### src/rtl/rti_pkg.sv
// Shared constants, state encoding and response error codes for the
// ray-triangle intersection issue/collect controller.
package rti_pkg;

  localparam int NUM_OPS        = 15;
  localparam int DATA_W         = 32;
  localparam int TIMEOUT_CYCLES = 1024;

  typedef enum logic [1:0] {
    LOAD,
    ISSUE,
    WAIT,
    RESP
  } rti_state_t;

  localparam logic [31:0] RTI_ERR_INCOMPLETE = 32'h0000_0001;
  localparam logic [31:0] RTI_ERR_FAULT      = 32'h0000_0002;
  localparam logic [31:0] RTI_ERR_TIMEOUT    = 32'hFFFF_FFFF;

endpackage

### src/rtl/rti_watchdog.sv
// WAIT-state watchdog: counts cycles while run is high and flags the final
// cycle of the allowed window. Only instantiated under RTI_TIMEOUT_EN.
module rti_watchdog #(
  parameter int TIMEOUT_CYCLES = 1024
) (
  input  logic clk,
  input  logic rst,
  input  logic run,
  output logic expired
);

  localparam int CW = (TIMEOUT_CYCLES < 2) ? 1 : $clog2(TIMEOUT_CYCLES);

  logic [CW-1:0] count;

  // Leaving WAIT zeroes the count, so every WAIT entry starts from 0.
  always_ff @(posedge clk) begin
    if (rst) begin
      count <= '0;
    end else if (run) begin
      count <= count + 1'b1;
    end else begin
      count <= '0;
    end
  end

  assign expired = run && (count == CW'(TIMEOUT_CYCLES - 1));

endmodule

### src/rtl/rti_issue_ctrl.sv
// Issue/collect controller: gathers operand writes, launches the accelerator
// with a one-cycle pulse and returns its result. Optional watchdog: RTI_TIMEOUT_EN.
module rti_issue_ctrl #(
  parameter int NUM_OPS        = rti_pkg::NUM_OPS,
  parameter int DATA_W         = rti_pkg::DATA_W,
  parameter int TIMEOUT_CYCLES = rti_pkg::TIMEOUT_CYCLES
) (
  input  logic                      clk,
  input  logic                      rst,
  input  logic                      wr_valid_i,
  output logic                      wr_ready_o,
  input  logic [3:0]                wr_idx_i,
  input  logic [DATA_W-1:0]         wr_data_i,
  input  logic                      clr_i,
  input  logic                      cmd_valid_i,
  output logic                      cmd_ready_o,
  output logic [NUM_OPS*DATA_W-1:0] acc_regs_o,
  output logic                      acc_valid_o,
  input  logic [DATA_W-1:0]         acc_result_i,
  input  logic                      acc_valid_i,
  output logic                      rsp_valid_o,
  input  logic                      rsp_ready_i,
  output logic [DATA_W-1:0]         rsp_data_o,
  output logic                      rsp_err_o,
  output logic                      busy_o,
  output logic                      fault_o
);

  import rti_pkg::*;

  rti_state_t          state;
  rti_state_t          state_next;
  logic [DATA_W-1:0]   ops [NUM_OPS];
  logic [NUM_OPS-1:0]  mask;
  logic [DATA_W-1:0]   rsp_data;
  logic                rsp_err;
  logic                wr_fire;
  logic                cmd_fire;
  logic                launch_ok;
  logic                fault;
  logic                expired;

  assign wr_fire   = wr_valid_i && wr_ready_o;
  assign cmd_fire  = cmd_valid_i && cmd_ready_o;
  assign launch_ok = (&mask) && !fault;

`ifdef RTI_TIMEOUT_EN
  rti_watchdog #(
    .TIMEOUT_CYCLES(TIMEOUT_CYCLES)
  ) u_watchdog (
    .clk    (clk),
    .rst    (rst),
    .run    (state == WAIT),
    .expired(expired)
  );

  // A result arriving on the expiry cycle wins, so no fault is recorded then.
  always_ff @(posedge clk) begin
    if (rst) begin
      fault <= 1'b0;
    end else if (state == WAIT && expired && !acc_valid_i) begin
      fault <= 1'b1;
    end
  end
`else
  assign expired = 1'b0;
  assign fault   = 1'b0;

  if (TIMEOUT_CYCLES < 1) begin : g_timeout_unused
  end
`endif

  always_ff @(posedge clk) begin
    if (rst) begin
      state <= LOAD;
    end else begin
      state <= state_next;
    end
  end

  always_comb begin
    state_next = state;
    case (state)
      LOAD:    if (cmd_fire) state_next = launch_ok ? ISSUE : RESP;
      ISSUE:   state_next = WAIT;
      WAIT:    if (acc_valid_i || expired) state_next = RESP;
      RESP:    if (rsp_ready_i) state_next = LOAD;
      default: state_next = LOAD;
    endcase
  end

  // A pending launch blocks writes so the issued bank matches what was checked.
  always_comb begin
    wr_ready_o  = (state == LOAD) && !cmd_valid_i;
    cmd_ready_o = (state == LOAD);
    acc_valid_o = (state == ISSUE);
    rsp_valid_o = (state == RESP);
    busy_o      = (state != LOAD);
  end

  // Out-of-range indices match no slot and are dropped; clear overrides a
  // same-cycle write's mask bit because it is assigned last.
  always_ff @(posedge clk) begin
    if (rst) begin
      for (int i = 0; i < NUM_OPS; i++) begin
        ops[i] <= '0;
      end
      mask <= '0;
    end else begin
      for (int i = 0; i < NUM_OPS; i++) begin
        if (wr_fire && wr_idx_i == 4'(i)) begin
          ops[i]  <= wr_data_i;
          mask[i] <= 1'b1;
        end
      end
      if (state == LOAD && clr_i) begin
        mask <= '0;
      end
    end
  end

  always_ff @(posedge clk) begin
    if (rst) begin
      rsp_data <= '0;
      rsp_err  <= 1'b0;
    end else begin
      case (state)
        LOAD: begin
          if (cmd_fire && !launch_ok) begin
            rsp_err  <= 1'b1;
            rsp_data <= fault ? DATA_W'(RTI_ERR_FAULT) : DATA_W'(RTI_ERR_INCOMPLETE);
          end
        end
        WAIT: begin
          if (acc_valid_i) begin
            rsp_err  <= 1'b0;
            rsp_data <= acc_result_i;
          end else if (expired) begin
            rsp_err  <= 1'b1;
            rsp_data <= DATA_W'(RTI_ERR_TIMEOUT);
          end
        end
        default: begin
        end
      endcase
    end
  end

  for (genvar g = 0; g < NUM_OPS; g++) begin : g_bank
    assign acc_regs_o[g*DATA_W +: DATA_W] = ops[g];
  end

  assign rsp_data_o = rsp_data;
  assign rsp_err_o  = rsp_err;
  assign fault_o    = fault;

endmodule

### config.mk
export PLATFORM = sky130hd
export DESIGN_NAME = rti_issue_ctrl
export DESIGN_NICKNAME = d
export VERILOG_FILES = /design/src/rtl/rti_pkg.sv /design/src/rtl/rti_watchdog.sv /design/src/rtl/rti_issue_ctrl.sv
export SDC_FILE = /design/constraint.sdc
export NUM_CORES = 1
export LEC_CHECK = 0
export ABC_AREA = 1
export BUFFER_PORTS_ARGS = -buffer_cell sky130_fd_sc_hd__buf_2
export CAP_MARGIN = 10
export CORE_AREA = 2 2 232 234
export CTS_CLUSTER_DIAMETER = 40
export CTS_CLUSTER_SIZE = 10
export DETAILED_ROUTE_END_ITERATION = 6
export DIE_AREA = 0 0 234 236
export PLACE_DENSITY = 0.63
export SLEW_MARGIN = 20
export SYNTH_ARGS = -nofsm -noshare
export SYNTH_HDL_FRONTEND = slang
export SYNTH_SLANG_ARGS = --single-unit
### constraint.sdc
create_clock -name clk -period 4.06 [get_ports clk]
set_input_delay 0.812 -clock clk [delete_from_list [all_inputs] [get_ports clk]]
set_output_delay 0.812 -clock clk [all_outputs]
set_load 0.01 [all_outputs]
# After elaboration in Yosys (flattened, before gate mapping)
# Memories as Yosys holds them, arrays and structs flattened.
# Index checks and enable logic that the tools add are counted.
# totals
out_inout_bits	519
mem_bits_rw	480
ff_bits	50
memories	1
elab_cells	158
# memory_table
memory	words	width	rd	rd_ports_with_merged_regs	write_ports	line	rtl
ops	15	32	15	0	15	rti_issue_ctrl.sv:33	logic [DATA_W-1:0] ops [NUM_OPS];
# classes
mux	73
bitwise_logic	15
n_reduce_logical	30
eq_ne	21
# op_table
cell	count
2-to-1 mux 32 bit	17
one-hot mux 32 bit (2 select lines)	1
2-to-1 mux 1 bit	49
equality test 4 bit, second input constant	7
logical AND 1 bit	20
equality test 4 x 3 -> 1 bit, second input constant	4
bitwise OR 1 bit	15
AND reduction 15 bit	1
equality test 4 x 2 -> 1 bit, second input constant	2
2-to-1 mux 2 bit	4
one-hot mux 2 bit (4 select lines)	1
inequality test 2 x 1 -> 1 bit, second input constant	3
AND reduction 3 bit	2
equality test 2 bit, second input constant	2
equality test 4 x 1 -> 1 bit, second input constant	1
logical NOT 4 bit	1
nonzero test 2 bit	2
equality test 2 x 1 -> 1 bit, second input constant	1
logical NOT 1 bit	2
logical NOT 2 bit	1
inequality test 2 bit, second input constant	1
one-hot mux 1 bit (2 select lines)	1
OR reduction 2 bit	1

# Logic depth before layout (Yosys ltp)
# Gate-level depths: netlist of run 1.
# depth
word_depth	8
mapped_depth	11

# Worst setup path after synthesis of run 1
# No wires, ideal clock.
# synth_timing
path_type	input to register
startpoint	input cmd_valid_i
endpoint	memory ops[5][0] (netlist: ops[0][160]) (enable)
n_path_buf	1
path_slack_ps	1282
setup_time_ps	389
t_arrival_ps	2388
cell_stages	6
cell_sequence	nor2_4 nand2_2 nor3b_4 nand2_2 buf_6 nand2_1
# synth_lines
item	line	rtl
start: declaration	rti_issue_ctrl.sv:15	input logic cmd_valid_i,
end: declaration	rti_issue_ctrl.sv:33	

==> results by group, run 1 <==
Floorplanning
  • Die Y: between 200 and 250 um
  • Row Count: 85
  • Initial Utilization: 35.1%
  • # IOs: ~590
  • CORE AREA: approximately 0.053 mm^2
  • Die Width: approximately 230 um
  • Die area: 0.0552 mm^2

Timing
  • FMAX: 355 MHz
  • RSZ-0062 raised after global routing: no
  • Setup Skew: 0.0159 ns
  • Min Tclk post-route: 2.82 ns
  • Max Slew Vio Count: 0
  • Hold Fails Final Rpt: 0
  • Final period util: 69.5%
  • Slew margin rel.: 26.6%
  • Setup violators final: 0
  • Worst slew pin tran: 1.10 ns
  • Setup_tns: 0 ns

Yosys
  • Largest family of logic cells by synthesized area: simple AND/OR/NAND/NOR gates
  • Yosys warning count: 0
  • Sequential share of the synthesized area: 82.7%
  • Post-Syn Area per Cell: 14.2 um^2
  • Register bit total from synthesis: 530
  • Synth Area in XOR/XNOR: 0%
  • Multiplexer share of the synthesized area: 0%
  • Synth area leader: edfxtp_1
  • Largest cells by area after synthesis: edfxtp_1, nor2_1, dfxtp_1
  • Post-synthesis simple-gate area fraction: 12.0%
  • Yosys cell types: 24
  • Share of the synthesized area in the top cell type: between 70% and 80%
  • Mapped Nets: 1,393
  • Post-Synth Adder-Cell Area: less than 1%
  • Synthesized area: 0.0186 mm^2
  • Gate Count Post-Synth: 1,313
  • Post-synthesis compound-gate area fraction: less than 1%

Route
  • Final ANT Viol Nets: 0
  • Routed vias: 12,700
  • Detailed Routing Iterations Pass 1: 5
  • Drt first-iter violations: ~940
  • Post-DR vias/cell: between 4 and 5
  • # DRC: 0
  • Final WL: around 60,000 um
  • WL/cell: around 22 um

Setup path
  • WS Path Type: flop to flop
  • Setup crit start kind: flop
  • Cell mode on critical path: nand2_2
  • Crit-path slowest cell: nand2_2
  • CP Data Required Time: 4.27 ns
  • CP Capture Type: flop
  • Max incr delay on CP: around 0.7 ns
  • CP Cell Sequence: inv_1 -> ha_1 -> inv_2 -> nor2_4 -> nand2_2 -> nor3b_4 -> nand2_2 -> buf_4 -> nand2_2
  • WP data arrival: 3.03 ns
  • CP Max Fanout: 34

Power and ir drop
  • Pwr Density: 580 mW/mm^2
  • Worst VDD drop: about 470 uV
  • Pleak: roughly 11 nW

Global routing
  • Antenna violations before repair: 3
  • Met1 Use GR: between 20% and 30%
  • Largest net degree at the start of global routing: 39
  • Vias in the first global route: between 10,000 and 15,000
  • First-pass GRT wire length: 83,600 um
  • Met2 usage: 36.8%
  • Most used routing layer: met2
  • Total gr overflow: 0
  • GR Layer Usage met3: 5.85%
  • Total track usage: 21.1%

Final layout
  • Storage cell area: between 0.015 and 0.02 mm^2
  • Layout cells sized above 1: 37.7%
  • Area of the multi-input gates: 0.00247 mm^2
  • Most common cell after layout, fill and taps aside: buf_2
  • Area growth, synth to finish: 33.6%
  • Fillers: 4,688
  • Commonest non-fill, non-tap cells in the layout: buf_2, edfxtp_1, nor2_1, nand2_1, inv_1
  • Layout Nets: 2,042
  • Utilization after layout: 46.9%
  • Fin area: ~0.025 mm^2
  • Antenna Cells: 0

Clock tree
  • Post-CTS setup buffer count: 0
  • Worst-path clk slew: 0.05 ns
  • Post_cts resized: 0
  • Clk sinks: 530
  • H-tree Lvls: 3
  • TritonCTS Buffers: 77
  • Worst skew pair latency: 0.61 ns
  • TritonCTS clock tree: done
  • Clock tree root driver cell: clkbuf_16
  • Post-CTS Hold Fix Bufs: 0
  • CTS Buffer Depth: 3

Place
  • DPL Wire Length: 42,000 um
  • Area after DPL: approximately 0.022 mm^2
  • IO Port Bufs: 592
  • Final Wtd Congestion: 0.913

Run
  • MaxCap Viol Count: 0

Worst hold path
  • Min-Delay Path Class: flop to flop

Outcome
  • Outcome: complete, no violations
-- worst max-delay path, delay by kind of cell, from the launching register on --
kind	cells	cell delay, ns
DFF	1	0.33
adders and majority gates	1	0.26
and+or+nand+nor	5	1.34
buffers and inverters	3	0.47
-- path summary, 6_finish.rpt --
check	slack [ns]	end	cells after the start	startpoint
min reg2reg	0.45	mask[13]	2	mask[13]
min	0.45	mask[13]	2	mask[13]
max	1.24	ops[0][208]	9	state[1]
max reg2reg	1.24	ops[0][208]	9	state[1]
-- stage by stage --
stage	instances	power (W)	setup WS [ns]	hold slack, ns
after global routing	2707	0.0149	0.962	0.475
after CTS	2707	0.0145	1.22	0.423
after global placement	2579	0.00826	1.17	0.436
after floorplan	1313	0.00753	1.28	0.430
final	2707	0.0144	1.24	0.448
after detailed placement	2579	0.00830	1.08	0.443
-- synthesized netlist by cell type --
library cell and n:
edfxtp_1 480, nor2_1 387, nand2_1 134, inv_1 95, dfxtp_1 50, nand3_1 34, clkinv_1 32, a21oi_1 26
clkbuf_1 21, buf_2 16, buf_6 9, buf_1 7, nand2_2 6, ha_1 5, nor3b_4 2, buf_4 1
conb_1 1, inv_2 1, nor2_2 1, nor2_4 1, nor3_1 1, nor3_2 1, o211ai_1 1, o21ai_0 1
-- layer usage --
metal / part of all wire (%) / vias up
li1: - / 5694
met1: 37 / 6246
met2: 51 / 650
met3: 9.0 / 93
met4: 2.5 / 4
met5: 0.038 / -
-- flip-flops by register name, summed over array words and instances (netlist names) --
signal      flops
mask           15
rsp_data_o     32
ops           480
rsp_err_o       1
state           2
-- kinds of logic (layout without fill, tap and decap cells) --
group,count (synthesis),count (layout)
AOI/OAI and AO/OA,28,28
adders and majority gates,5,5
buffers and inverters,182,880
DFF,530,530
other,1,1
and+or+nand+nor,567,567
-- report_power, final --
| group | leakage (nW) | switching [W] | internal, W |
|---|---|---|---|
| Combinational | 4.22 | 0.00120 | 0.000543 |
| Sequential | 5.35 | 0.000132 | 0.00631 |
| Clock | 1.17 | 0.00234 | 0.00391 |
| Total | 10.7 | 0.00367 | 0.0108 |
-- cell type report --
class / count / area share [%]
Clock buffer: 96 / 8.44
Clock inverter: 32 / 1.26
Inverter: 128 / 1.93
Tap cell: 696 / 3.50
Timing Repair Buffer: 624 / 13.0
Sequential cell: 530 / 61.9
Multi-Input combinational cell: 601 / 9.93
(Power assumes the default switching activity.)
==> run 2, diff against run 1 <==
--- a/config.mk
+++ b/config.mk
@@ -5,7 +5,7 @@
 export SDC_FILE = /design/constraint.sdc
 export NUM_CORES = 1
 export LEC_CHECK = 0
-export ABC_AREA = 1
+export ABC_AREA = 0
 export BUFFER_PORTS_ARGS = -buffer_cell sky130_fd_sc_hd__buf_2
 export CAP_MARGIN = 10
 export CORE_AREA = 2 2 232 234
@@ -13,7 +13,7 @@
 export CTS_CLUSTER_SIZE = 10
 export DETAILED_ROUTE_END_ITERATION = 6
 export DIE_AREA = 0 0 234 236
-export PLACE_DENSITY = 0.63
+export PLACE_DENSITY = 0.66
 export SLEW_MARGIN = 20
 export SYNTH_ARGS = -nofsm -noshare
 export SYNTH_HDL_FRONTEND = slang
==> constraint.sdc (replaced) <==
create_clock -name clk -period 2.35 [get_ports clk]
set_input_delay 0.47 -clock clk [delete_from_list [all_inputs] [get_ports clk]]
set_output_delay 0.47 -clock clk [all_outputs]
set_load 0.01 [all_outputs]
==> run 2 against run 1 <==
  * Sequential cell count stayed put
  * Critical path type unchanged
  * Cell area increased by 2.6%
  * Clock-buffer cell count shrank 9
  * Core utilization is 1.2 points higher
  * Total power increased by 68%
  * Die area unchanged
  * Clock skew rose by 0.0025 ns
  * Sequential power is 71% higher
  * Fmax is 25% higher
  * Synthesized cell count is 5.9% lower
  * Register-to-register slack worse by 1.1 ns
  * Cell count is 2.9% lower
==> results by group, run 2 <==
Outcome
  • Outcome: complete, no violations (unchanged)

Global routing
  • Antenna violations before repair: 7 (was 3)
  • Total gr overflow: 0 (unchanged)
  • Largest net degree at the start of global routing: 67 (was 39)
  • First-pass GRT wire length: 84,800 um (was 83,600 um)
  • Total track usage: 21.6% (was 21.1%)
  • Vias in the first global route: 12,300 (about the same)

Timing
  • Hold Fails Final Rpt: 0 (unchanged)
  • Setup_tns: 0 ns (unchanged)
  • Setup Skew: 0.0183 ns (was 0.0159 ns)
  • Slew margin rel.: 39.4% (was 26.6%)
  • Final period util: 96.1% (was 69.5%)
  • Max Slew Vio Count: 0 (unchanged)
  • RSZ-0062 raised after global routing: no (unchanged)
  • Setup violators final: 0 (unchanged)
  • FMAX: 443 MHz (was 355 MHz)
  • Worst slew pin tran: 0.909 ns (was 1.10 ns)
  • Min Tclk post-route: 2.26 ns (was 2.82 ns)

Clock tree
  • TritonCTS Buffers: 76 (was 77)
  • Post-CTS setup buffer count: 0 (unchanged)
  • Worst skew pair latency: 0.60 ns (was 0.61 ns)
  • Post-CTS Hold Fix Bufs: 0 (unchanged)
  • CTS Buffer Depth: 3 (unchanged)
  • Post_cts resized: 0 (unchanged)
  • H-tree Lvls: 3 (unchanged)
  • Clock tree root driver cell: clkbuf_16 (unchanged)
  • Clk sinks: 530 (unchanged)
  • Worst-path clk slew: 0.05 ns (about the same)
  • TritonCTS clock tree: done (unchanged)

Route
  • Routed vias: 12,600 (was 12,700)
  • Drt first-iter violations: 1,042 (was 944)
  • Final ANT Viol Nets: 0 (unchanged)
  • WL/cell: 23.2 um (was 22.1 um)
  • Met2 WL: 29,600 um (was 30,600 um)
  • Metal-1 WL: 23,700 um (was 22,300 um)
  • Post-DR vias/cell: 4.80 (was 4.69)
  • Metal3 WL: 5860 um (was 5390 um)
  • Detailed Routing Iterations Pass 1: 7 (was 5)
  • Final WL: 61,000 um (was 59,800 um)
  • Highest metal used: met5 (unchanged)
  • # DRC: 0 (unchanged)

Setup path
  • WS Path Type: flop to flop (unchanged)
  • WP data arrival: 2.54 ns (was 3.03 ns)
  • Path depth of the worst reg2reg path: 7 (was 9)
  • CP Data Required Time: 2.64 ns (was 4.27 ns)
  • CP Capture Type: flop (unchanged)
  • Reg-to-Reg End: ops[1][182] (was ops[0][208])
  • CP Max Fanout: 22 (was 34)
  • R2r setup slk: 0.09 ns (was 1.24 ns)
  • Worst r2r src: state[1] (unchanged)
  • Setup crit start: state[1] (unchanged)
  • Setup crit start kind: flop (unchanged)

Yosys
  • EDFF count, synth: 480 (unchanged)
  • Share of the synthesized area in the top cell type: 76.3% (was 77.4%)
  • Sequential share of the synthesized area: 81.6% (was 82.7%)
  • Synthesized area: 0.0189 mm^2 (was 0.0186 mm^2)
  • Largest cells by area after synthesis: edfxtp_1, nor2_1, dfxtp_1 (unchanged)
  • Yosys cell types: 36 (was 24)
  • Main synth FF type: edfxtp_1 (unchanged)
  • Post-Syn Area per Cell: 15.3 um^2 (was 14.2 um^2)
  • Top-count cell post-synth: edfxtp_1 (unchanged)
  • Asr flop ratio synth: 0% (unchanged)
  • Gate Count Post-Synth: 1,236 (was 1,313)
  • Synth area leader: edfxtp_1 (unchanged)
  • Register bit total from synthesis: 530 (unchanged)
  • Mapped Nets: 1,316 (was 1,393)
  • Synth cell count leaders: edfxtp_1, nor2_1, clkbuf_1 (was edfxtp_1, nor2_1, nand2_1)
  • Yosys warning count: 0 (unchanged)

Floorplanning
  • Initial Utilization: 35.6% (was 35.1%)
  • Row Count: 85 (unchanged)
  • # IOs: 594 (unchanged)
  • Die Width: 234 um (unchanged)
  • CORE AREA: 0.0531 mm^2 (unchanged)
  • Die area: 0.0552 mm^2 (unchanged)
  • Die Y: 236 um (unchanged)

Power and ir drop
  • Worst VDD drop: 602 uV (was 469 uV)
  • Pwr Density: 949 mW/mm^2 (was 580 mW/mm^2)
  • Pleak: 11.0 nW (was 10.7 nW)

Final layout
  • Number of flip-flops under the largest register name: 480 (unchanged)
  • Commonest non-fill, non-tap cells in the layout: buf_2, edfxtp_1, nor2_1, clkbuf_16, buf_4 (was buf_2, edfxtp_1, nor2_1, nand2_1, inv_1)
  • Layout Cells excl Fill: 2,628 (was 2,707)
  • Layout Nets: 1,967 (was 2,042)
  • Most common cell after layout, fill and taps aside: buf_2 (unchanged)
  • Area growth, synth to finish: 35.2% (was 33.6%)
  • Layout cells sized above 1: 42.6% (was 37.7%)
  • Biggest register: ops (unchanged)

Run
  • MaxCap Viol Count: 0 (unchanged)

Worst hold path
  • Worst hold stages: 4 (was 2)
  • Worst hold endpoint: rsp_data_o[0] (was mask[13])
  • Min-Delay Path Class: input port to flop (was flop to flop)
  • HP Start: acc_result_i[0] (was mask[13])

Place
  • DPL Wire Length: 42,200 um (was 42,000 um)
  • IO Port Bufs: 592 (unchanged)
  • Inst Count DP: 2,505 (was 2,579)
  • Final Wtd Congestion: 0.826 (was 0.913)
[run 2: final cells by class]
cell class	count	area [um^2]
diodes	2	5.00
clock buffers	87	2010
clock inverters	34	350
fillers	4607	27500
inverters	47	176
multi-input cells	561	2920
flip-flops and latches	530	15400
well taps	696	871
repair buffers	671	3800
[run 2: worst max-delay path, cell delays in order (launching register included)]
cell and delay [ns]:
dfxtp_1 0.34, inv_1 0.14, ha_1 0.21, nand3b_1 0.18, or3b_4 0.46, nor2_2 0.22
or2_2 0.19, buf_12 0.19
[run 2: how the worst max path moves through the flow]
stage	end	slack, ns	cells after the start
finish	ops[1][182]	0.09	7
global route	ops[1][184]	0.02	7
CTS	ops[1][182]	0.04	7
detailed placement	ops[1][182]	0.06	7
global placement	ops[1][160]	0.06	6
floorplan	ops[1][64]	0.01	5
[run 2: through the flow]
| stage | total power, W | utilization (%) | setup WS (ns) | area (um^2) | hold slack, ns |
|---|---|---|---|---|---|
| global route | 0.0251 | 48.1 | 0.0165 | 25500 | 0.225 |
| finish | 0.0243 | 48.1 | 0.0923 | 25500 | 0.234 |
| CTS | 0.0245 | 48.1 | 0.0445 | 25500 | 0.185 |
| global placement | 0.0137 | 43.6 | 0.0591 | 23200 | 0.444 |
| floorplan | 0.0126 | - | 0.0111 | 18900 | 0.435 |
| detailed placement | 0.0138 | 43.6 | 0.0551 | 23200 | 0.453 |
[run 2: metal layers]
metal | up-vias | GRT usage [%]
met5 | - | 0
met4 | 4 | 8.00
met3 | 105 | 5.83
met2 | 719 | 35.7
met1 | 6189 | 27.1
li1 | 5600 | -
[run 2: cell families after synthesis]
group / share of synthesized area [%]
compound gates: 3.87
fa+ha+maj: 0.331
buf+inv: 3.46
flops: 81.6
other cells: 0.0198
simple gates: 10.7
[run 2: power breakdown]
group | total [W] | switching (W) | internal, W
registers | 0.0110 | 0.000188 | 0.0108
clock network | 0.0107 | 0.00402 | 0.00664
logic | 0.00257 | 0.00166 | 0.000911
